**src/rtl/cory_burst_drain.sv**
```systemverilog
// Burst-forming drain stage: watches an upstream queue's occupancy and releases
// its entries downstream in framed bursts of B beats, or shorter on timeout/flush.
module cory_burst_drain #(
  parameter int N  = 8,
  parameter int B  = 4,
  parameter int MQ = 2,
  parameter int T  = 16,
  localparam int MT = $clog2(T + 1)
) (
  input  logic          clk,
  input  logic          reset_n,
  input  logic          i_a_v,
  input  logic [N-1:0]  i_a_d,
  output logic          o_a_r,
  input  logic [MQ:0]   i_a_cnt,
  input  logic          i_flush,
  output logic          o_z_v,
  output logic [N-1:0]  o_z_d,
  output logic          o_z_last,
  output logic [MQ:0]   o_z_len,
  input  logic          i_z_r
);

  typedef enum logic {S_IDLE, S_BURST} state_t;

  localparam int TM1_I = T - 1;
  localparam logic [MQ:0]   B_C  = B[MQ:0];
  localparam logic [MQ:0]   ONE  = {{MQ{1'b0}}, 1'b1};
  localparam logic [MT-1:0] TM1  = TM1_I[MT-1:0];
  localparam logic [MT-1:0] WONE = {{(MT-1){1'b0}}, 1'b1};

  state_t        state_q, state_d;
  logic [MQ:0]   len_q, len_d;
  logic [MQ:0]   beat_q, beat_d;
  logic [MT-1:0] wcnt_q, wcnt_d;
  logic          last;

  // len_q doubles as the reported burst length; it is only rewritten on entry to BURST.
  assign o_z_len = len_q;
  assign o_z_d   = i_a_d;
  assign last    = (beat_q == len_q - ONE);

  always_ff @(posedge clk or negedge reset_n) begin
    if (!reset_n) begin
      state_q <= S_IDLE;
      len_q   <= '0;
      beat_q  <= '0;
      wcnt_q  <= '0;
    end else begin
      state_q <= state_d;
      len_q   <= len_d;
      beat_q  <= beat_d;
      wcnt_q  <= wcnt_d;
    end
  end

  always_comb begin
    state_d  = state_q;
    len_d    = len_q;
    beat_d   = beat_q;
    wcnt_d   = wcnt_q;
    o_z_v    = 1'b0;
    o_a_r    = 1'b0;
    o_z_last = 1'b0;
    unique case (state_q)
      S_IDLE: begin
        // Full burst outranks flush/timeout when both apply in the same cycle.
        if (i_a_cnt >= B_C) begin
          state_d = S_BURST;
          len_d   = B_C;
          beat_d  = '0;
          wcnt_d  = '0;
        end else if ((i_a_cnt != '0) && (i_flush || (wcnt_q == TM1))) begin
          state_d = S_BURST;
          len_d   = i_a_cnt;
          beat_d  = '0;
          wcnt_d  = '0;
        end else if (i_a_cnt != '0) begin
          if (wcnt_q != TM1) wcnt_d = wcnt_q + WONE;
        end else begin
          wcnt_d = '0;
        end
      end
      S_BURST: begin
        o_z_v    = i_a_v;
        o_a_r    = i_z_r;
        o_z_last = last;
        if (i_a_v && i_z_r) begin
          if (last) begin
            state_d = S_IDLE;
            beat_d  = '0;
          end else begin
            beat_d = beat_q + ONE;
          end
        end
      end
      default: state_d = S_IDLE;
    endcase
  end

endmodule

```
**config.mk**
```make
export PLATFORM = sky130hd
export DESIGN_NAME = cory_burst_drain
export DESIGN_NICKNAME = d
export VERILOG_FILES = /design/src/rtl/cory_burst_drain.sv
export SDC_FILE = /design/constraint.sdc
export NUM_CORES = 1
export LEC_CHECK = 0
export CORE_MARGIN = 1
export CORE_UTILIZATION = 40
export CTS_BUF_LIST = sky130_fd_sc_hd__clkbuf_8
export DETAILED_ROUTE_END_ITERATION = 8
export PLACE_DENSITY = 0.74
export REMOVE_ABC_BUFFERS = 1
export SLEW_MARGIN = 20
export SYNTH_ARGS = -nofsm -noshare
export SYNTH_HDL_FRONTEND = slang
export SYNTH_SLANG_ARGS = --single-unit
```
**constraint.sdc**
```tcl
create_clock -name clk -period 1.67 [get_ports clk]
set_input_delay 0.4175 -clock clk [delete_from_list [all_inputs] [get_ports clk]]
set_output_delay 0.4175 -clock clk [all_outputs]
set_load 0.05 [all_outputs]
```
Yosys cells after proc, flatten, opt, wreduce, memory -nomap -nowiden

Cells that the tools add are included.

RAM bits: 0
Output and inout port bits: 14
Bits in read-only memories: 0
Bits in latches: 0
Memories kept: 0
Bits in registers: 12

$add $sub $neg: 3
Order comparisons: 1
Multipliers: 0
Bitwise gates (word level): 1
Eq/ne operators: 6
Reductions and logical operators: 8
Shifts and indexed selects: 0
Div/mod/pow operators: 0
Multiplexer cells: 19

Operators by type and width:

| kind                                                                     | number |
|---|---|
| 5-bit 2-to-1 mux                                                         | 4 |
| 3-bit 2-to-1 mux                                                         | 6 |
| 1-bit 2-to-1 mux                                                         | 7 |
| 3-bit one-hot mux with 2 select lines                                    | 1 |
| 2-bit AND reduction                                                      | 3 |
| 5-bit by 1-bit adder with 5-bit output (second input constant)           | 1 |
| 5-bit by 4-bit equality test with 1-bit output (second input constant)   | 1 |
| 5-bit by 4-bit inequality test with 1-bit output (second input constant) | 1 |
| 4-bit by 3-bit inequality test with 1-bit output (second input constant) | 1 |
| 3-bit by 1-bit adder with 3-bit output (second input constant)           | 1 |
| 3-bit equality test                                                      | 1 |
| 3-bit >= comparator (second input constant)                              | 1 |
| 3-bit inequality test (second input constant)                            | 1 |
| 3-bit nonzero test                                                       | 1 |
| 3-bit by 1-bit subtractor with 3-bit output (second input constant)      | 1 |
| 1-bit logical AND                                                        | 2 |
| 2-bit by 1-bit inequality test with 1-bit output (second input constant) | 1 |
| 1-bit one-hot mux with 2 select lines                                    | 1 |
| 2-bit nonzero test                                                       | 1 |
| 1-bit logical OR                                                         | 1 |
| 1-bit inverter                                                           | 1 |

Depth between registers and ports, before layout

Gate-level depths: netlist (run 1).

Word-level depth: 6
Depth in mapped cells: 7

Least setup slack after synthesis (run 1)

Ideal clock, no wire load.

Path type: reg2out
Start: register len_q[0], in the netlist o_z_len[0]
End: output port o_z_last
Stages on the path, launching flop included: 6
Path buffers: 0
Arrival: 2.012 ns
Path slack: -0.759 ns
Cell sequence: dfrtp_1 > inv_1 > ha_1 > xor3_1 > nor3_2 > and2_1

Word-level cells in the longest chain between the ends: 3

Ends and longest elaborated chain:

| element                                     | RTL line | text |
|---|---|---|
| from (decl)                                 | 33       | `logic [MQ:0] len_q, len_d;` |
| from (signal assigned)                      | 51       | `len_q <= len_d;` |
| 3-bit by 1-bit subtractor with 3-bit output | 41       | `assign last = (beat_q == len_q - ONE);` |
| 3-bit equality test                         | 41       |  |
| 1-bit 2-to-1 mux                            | 65       | `unique case (state_q)` |
| to (decl)                                   | 19       | `output logic o_z_last,` |

Every way passes these cells.

Worst setup path in the final report (run 1)

Start: register len_q[1], in the netlist o_z_len[1]
End: output port o_z_last

Same word-level chain as after synthesis.

==> metrics.txt, run 1 <==
share of cells above drive strength 1 0.4123; design area 1225 um2; Worst-Margin Slew 0.3605 ns; Hold Buf Count CTS 0; Die Width 46.32 um; Final Hold Viols 0; fin nets 135; Post-Syn Instances 83; area grow syn2layout 55.89%; setup slack after layout -0.3693 ns; IO Count 30; Pwr per Cell Area 2111 nW/um2; clk root buf clkbuf_8; Initial Util 0.4407; DRC viols 0; CP Capture Type output pin; number of synthesized flops with an enable pin 0; vias per cell 5.223; largest net degree at the start of global routing 13; top cell type's share of synthesized area 0.3822; gpl congestion 0.7696; Final Routed Wirelength 2010 um; Chip Height 46.32 um; cell accounting for the most synthesized area dfrtp_1; largest vdd supply drop 1.234 mV; Rel. slew slack 0.7566; asr flop ratio synth 1.000; Req. time, crit path 1.25 ns; flops & latches, synth 12; startpoint types flip-flop; fin crit share 1.221; TritonCTS Buffers 3; worst min-delay path class in -> async; DPL Wire Length 1320 um; row cnt 15; violated checks setup timing; Leak 0.5434 nW; RSZ-0062 raised after global routing yes; Final Setup Violations 1; worst skew pair latency 0.24 ns; Setup Skew 0.004376 ns; first-pass GRT wire length 3118 um; M2 GR Usage 0.3528; vias in the first global route 724; top post-synthesis cells by area dfrtp_1 38%, buf_4 7.6%, ha_1 6.4%, nand2_1 4.3%, inv_1 3.3%; drt pass-1 iters 4; Worst-path clk slew 0.06 ns; crit path time final 2.039 ns; clk buf depth 2; most frequent cells in the layout 25 x buf_4, 12 x dfrtp_1, 9 x nand2_1, 7 x clkdlybuf4s50_1; commonest non-fill, non-tap cell in the layout buf_4; # Max-Cap Violations 0; met3 usage 0.05882; GRT Total Usage 0.2078; Buffers on Ports 13; die area 2146 um2; grt met1 use 0.2379; global route overflow 0; Max Slew Vio Count 0; outcome finished with violations; H-tree depth 1; clock sink count 12; Cell variety after synth 31; drt initial violations 10; WS Path Type reg -> out; initial antenna violation count 0; sequential-to-total area share from yosys stat 0.3822; Syn Area/Cell 9.467 um2; Cell Area, Placed 1061 um2; Worst Path Arrival 1.62 ns; worst-path fanout max 2; wire length per cell 14.46 um; vias 726; Post-Syn Area 785.8 um2; Max Clk Rate 0.4904 GHz; busiest grt layer met2; Place WS -0.2998 ns; CTS tree yes; core area 1783 um2; Synthesis Warnings 0; Synth Flop Type dfrtp_1; Antenna diodes 0; post-route ant nets 0
## layout make-up
cell class | instances | area, um2
fillers | 144 | 558.0
multi-input cells | 54 | 454.2
repair buffers | 37 | 357.8
flip-flops and latches | 12 | 300.3
clock buffers | 4 | 55.05
well taps | 25 | 31.28
inverters | 7 | 26.28
## Yosys cell counts, types with 2 or more instances
master    instances
dfrtp_1          12
and2_1            4
o22ai_1           4
o21ai_0           2
nand3_1           3
buf_4             8
o311ai_0          2
inv_1             7
ha_1              4
nor2b_1           2
mux2i_1           2
and3_1            2
o21ba_2           2
nand2_1           9
nor2_1            2
xnor2_1           3
## stage by stage
step	total power [W]	utilization	std cells	setup TNS [ns]	hold WS, ns
detailed placement	0.001906	0.5951	129	-0.3102	0.4884
global placement	0.001855	0.5951	129	-0.2026	0.4737
floorplan	0.001231	-	73	-1.186	0.1219
CTS	0.002373	0.6547	137	-0.3409	0.4917
finish	0.002586	0.6870	139	-0.3693	0.4865
global route	0.002723	0.6870	139	-0.4847	0.5110
## layer usage
layer,part of all wire,up-vias
li1,-,344
met5,0,-
met4,0.017,0
met1,0.40,355
met2,0.54,23
met3,0.037,4
## flip-flops by register name (all words and copies together) (netlist names)
| name | flops |
|---|---|
| beat_q | 3 |
| state_q | 1 |
| wcnt_q | 5 |
| o_z_len | 3 |
## worst max-delay path, stage by stage (launching register included)
cell	delay, ns
dfrtp_1	0.40
inv_2	0.09
ha_4	0.22
xnor2_4	0.13
nor3_2	0.23
and2_4	0.19
buf_12	0.13
## final timing paths
kind	startpoint	end	slack, ns	cells past startpoint
setup / recovery	o_z_len[1]	o_z_last	-0.37	6
hold / removal	reset_n	o_z_len[2]	0.49	2
setup reg to reg	wcnt_q[0]	o_z_len[1]	0.03	6
hold reg to reg	wcnt_q[4]	wcnt_q[4]	0.51	1
max in group asynchronous	reset_n	wcnt_q[3]	1.02	2
min in group clk	wcnt_q[4]	wcnt_q[4]	0.51	1
## cell families after synthesis
family,count (synthesis),synth area share
adder cells (fa/ha/maj),4,0.06370
buffers and inverters,17,0.1210
multiplexers,2,0.02548
XOR/XNOR,5,0.07485
flip-flops,12,0.3822
AO/OA/AOI/OAI,17,0.1608
AND/OR/NAND/NOR,26,0.1720
## where the power goes
part / internal [W] / total (W) / switching, W / leakage, nW
clock: 0.000208 / 0.000319 / 0.000111 / 0.0288
combinational: 0.000969 / 0.00174 / 0.000770 / 0.367
sequential: 0.000406 / 0.000528 / 0.000122 / 0.148
total: 0.00158 / 0.00259 / 0.00100 / 0.543
## repair_timing
item | CTS | global route
buffers inserted | 4 | 2
pin swaps | 4 | 4
gates resized for setup | 6 | 7
endpoints found under the setup margin | 5 | 11
No activity file was read; power rests on OpenSTA's default activity.
==> inputs of run 2 (changes only) <==
--- a/config.mk
+++ b/config.mk
@@ -6,11 +6,12 @@
 export NUM_CORES = 1
 export LEC_CHECK = 0
 export CORE_MARGIN = 1
-export CORE_UTILIZATION = 40
+export CORE_UTILIZATION = 45
 export CTS_BUF_LIST = sky130_fd_sc_hd__clkbuf_8
 export DETAILED_ROUTE_END_ITERATION = 8
-export PLACE_DENSITY = 0.74
+export PLACE_DENSITY = 0.79
 export REMOVE_ABC_BUFFERS = 1
+export SKIP_CTS_REPAIR_TIMING = 1
 export SLEW_MARGIN = 20
 export SYNTH_ARGS = -nofsm -noshare
 export SYNTH_HDL_FRONTEND = slang
==> constraint.sdc (replaced) <==
create_clock -name clk -period 2.1 [get_ports clk]
set_input_delay 0.525 -clock clk [delete_from_list [all_inputs] [get_ports clk]]
set_output_delay 0.525 -clock clk [all_outputs]
set_load 0.05 [all_outputs]
==> run 2 against run 1 <==
Critical endpoint unchanged. Via count is 14% lower. The run ends with DRC, setup timing left. Total power decreased by 34%. Clock skew down 0.0029 ns. Non-clock buffer count fell by 16. Final area fell by 15%.
==> metrics.txt, run 2 (synthesized netlist as in run 1, its figures left out) <==
Rel. slew slack 0.6370 (was 0.7566); worst min-delay path class reg -> reg (was in -> async); Flop pwr share 0.250 (was 0.204); Biggest register wcnt_q (unchanged); drt initial violations 12 (was 10); Hold Path Origin wcnt_q[4]; Max Slew Vio Count 0 (unchanged); worst skew pair latency 0.24 ns (about the same); first-pass GRT wire length 2601 um (was 3118 um); top sig layer met4 (unchanged); vias per cell 5.465 (was 5.223); worst-case reg-to-reg path depth 6 (unchanged); Cell Area, Placed 924.6 um2 (was 1061 um2); clk buf depth 2 (unchanged); core area 1577 um2 (was 1783 um2); commonest non-fill, non-tap cell in the layout dfrtp_1 (was buf_4); Finished Core Util 0.6571 (was 0.6870); sw frac 0.4017 (was 0.3879); RSZ-0062 raised after global routing yes (unchanged); Clk network pwr share 0.145 (was 0.123); Setup Skew 0.001485 ns (was 0.004376 ns); H-tree depth 1 (unchanged); share of cells above drive strength 1 0.2551 (was 0.4123); design area 1036 um2 (was 1225 um2); WS Path Type reg -> out (unchanged); CTS tree yes (unchanged); # Max-Cap Violations 0 (unchanged); worst-path fanout max 3 (was 2); GRT Total Usage 0.1894 (was 0.2078); Req. time, crit path 1.57 ns (was 1.25 ns); Final Routed Wirelength 1647 um (was 2010 um); TritonCTS Buffers 3 (unchanged); fin nets 119 (was 135); most frequent cells in the layout 11 x dfrtp_1, 9 x nand2_1, 9 x buf_4, 8 x clkdlybuf4s50_1, 5 x inv_1 (was 25 x buf_4, 12 x dfrtp_1, 9 x nand2_1, 7 x clkdlybuf4s50_1); Die Width 43.79 um (was 46.32 um); IO Count 30 (unchanged); Worst Path Arrival 1.58 ns (was 1.62 ns); reg2reg end beat_q[1] (was o_z_len[1]); Final Hold Viols 0 (unchanged); gpl congestion 0.7639 (was 0.7696); area grow syn2layout 31.85% (was 55.89%); Critical path origin o_z_len[0] (was o_z_len[1]); clk root buf clkbuf_8 (unchanged); vias in the first global route 606 (was 724); violated checks DRC, setup timing (was setup timing); Comb pwr share 0.605 (was 0.672); row cnt 14 (was 15); clock sink count 12 (unchanged); die area 1917 um2 (was 2146 um2); fin crit share 1.001; Worst-Margin Slew 0.5427 ns (was 0.3605 ns); setup slack after layout -0.002193 ns (was -0.3693 ns); wire length per cell 14.45 um (was 14.46 um); Pwr per Cell Area 1651 nW/um2 (was 2111 nW/um2); global route overflow 0 (unchanged); max FFs per register 5 (unchanged); Initial Util 0.4984 (was 0.4407); Worst-path clk slew 0.05 ns (was 0.06 ns); switching power 0.0006872 W (was 0.001003 W); Max Clk Rate 0.4757 GHz; Final Setup Violations 1 (unchanged); FF-to-FF setup slack 0.38 ns (was 0.03 ns); Buffers on Ports 13 (unchanged); Leak 0.4590 nW (was 0.5434 nW); DRT met1 WL 654 um (was 811 um); number of fill cells in the layout 121 (was 144); Antenna diodes 0 (unchanged); crit path time final 2.102 ns; startpoint types flip-flop (unchanged); CP Capture Type output pin (unchanged); largest net degree at the start of global routing 17 (was 13); largest vdd supply drop 0.8861 mV (was 1.234 mV); vias 623 (was 726); Worst R2R Start wcnt_q[0] (unchanged); WHS 0.4891 ns (was 0.4865 ns); Power Internal 0.001024 W (was 0.001583 W); initial antenna violation count 0 (unchanged); crit path to o_z_last (unchanged); met3 wire length 111 um (was 74 um); Chip Height 43.79 um (was 46.32 um); post-route ant nets 0 (unchanged); DR WL met2 872 um (was 1089 um); drt pass-1 iters 6 (was 4); DRC viols 3 (was 0); outcome finished with violations (unchanged)
==> run 2: cell count changes in the layout (fill, tap and decap cells not counted), sizes merged <==
cell	delta
clkdlybuf4s50	+1
dlymetal6s2s	+1
buf	-18
==> run 2: worst min path at each step <==
| stage | endpoint | slack [ns] | cells after the start |
|---|---|---|---|
| after floorplan | beat_q[0] | 0.23 | 0 |
| after global placement | wcnt_q[4] | 0.48 | 1 |
| after detailed placement | wcnt_q[4] | 0.48 | 1 |
| after CTS | wcnt_q[4] | 0.49 | 1 |
| after global routing | wcnt_q[3] | 0.52 | 1 |
| final | wcnt_q[4] | 0.49 | 1 |
==> run 2: worst max-delay path: stages, from the launching register on <==
cell and delay, ns:
dfrtp_1 0.39, inv_2 0.08, ha_4 0.21, xnor2_2 0.14
nor3_2 0.21, and2_4 0.18, buf_12 0.13
==> run 2: per-stage QoR <==
stage / instances / setup WS, ns / power, W / setup TNS, ns
finish: 114 / -0.002193 / 0.001711 / -0.002193
global route: 114 / -0.05072 / 0.001813 / -0.05072
CTS: 110 / -0.2460 / 0.001581 / -0.2460
detailed placement: 106 / 0.05606 / 0.001317 / 0
global placement: 106 / 0.1277 / 0.001285 / 0
floorplan: 73 / -0.4365 / 0.0009790 / -0.4365
==> run 2: power groups by stage <==
stage	sequential (W)	combinational (W)	clock, W
2_1_floorplan	0.000509	0.000470	0
3_3_place_gp	0.000423	0.000862	0
3_5_place_dp	0.000430	0.000888	0
4_1_cts	0.000427	0.000900	0.000254
5_1_grt	0.000442	0.00110	0.000272
6_report	0.000428	0.00104	0.000247
==> run 2: cell type report <==
cell class / instances / area (um2) / share of cell area
Multi-Input combinational cell: 54 / 412.9 / 0.3986
Sequential cell: 12 / 301.5 / 0.2911
Timing Repair Buffer: 21 / 220.2 / 0.2126
Clock buffer: 4 / 55.05 / 0.05314
Inverter: 7 / 26.28 / 0.02536
Tap cell: 16 / 20.02 / 0.01932
==> run 2: routing by layer <==
layer  track usage  vias to the layer above
li1              -                      313
met1        0.1969                      285
met2        0.3284                       23
met3        0.1125                        2
met4       0.03750                        0
met5             0                        -
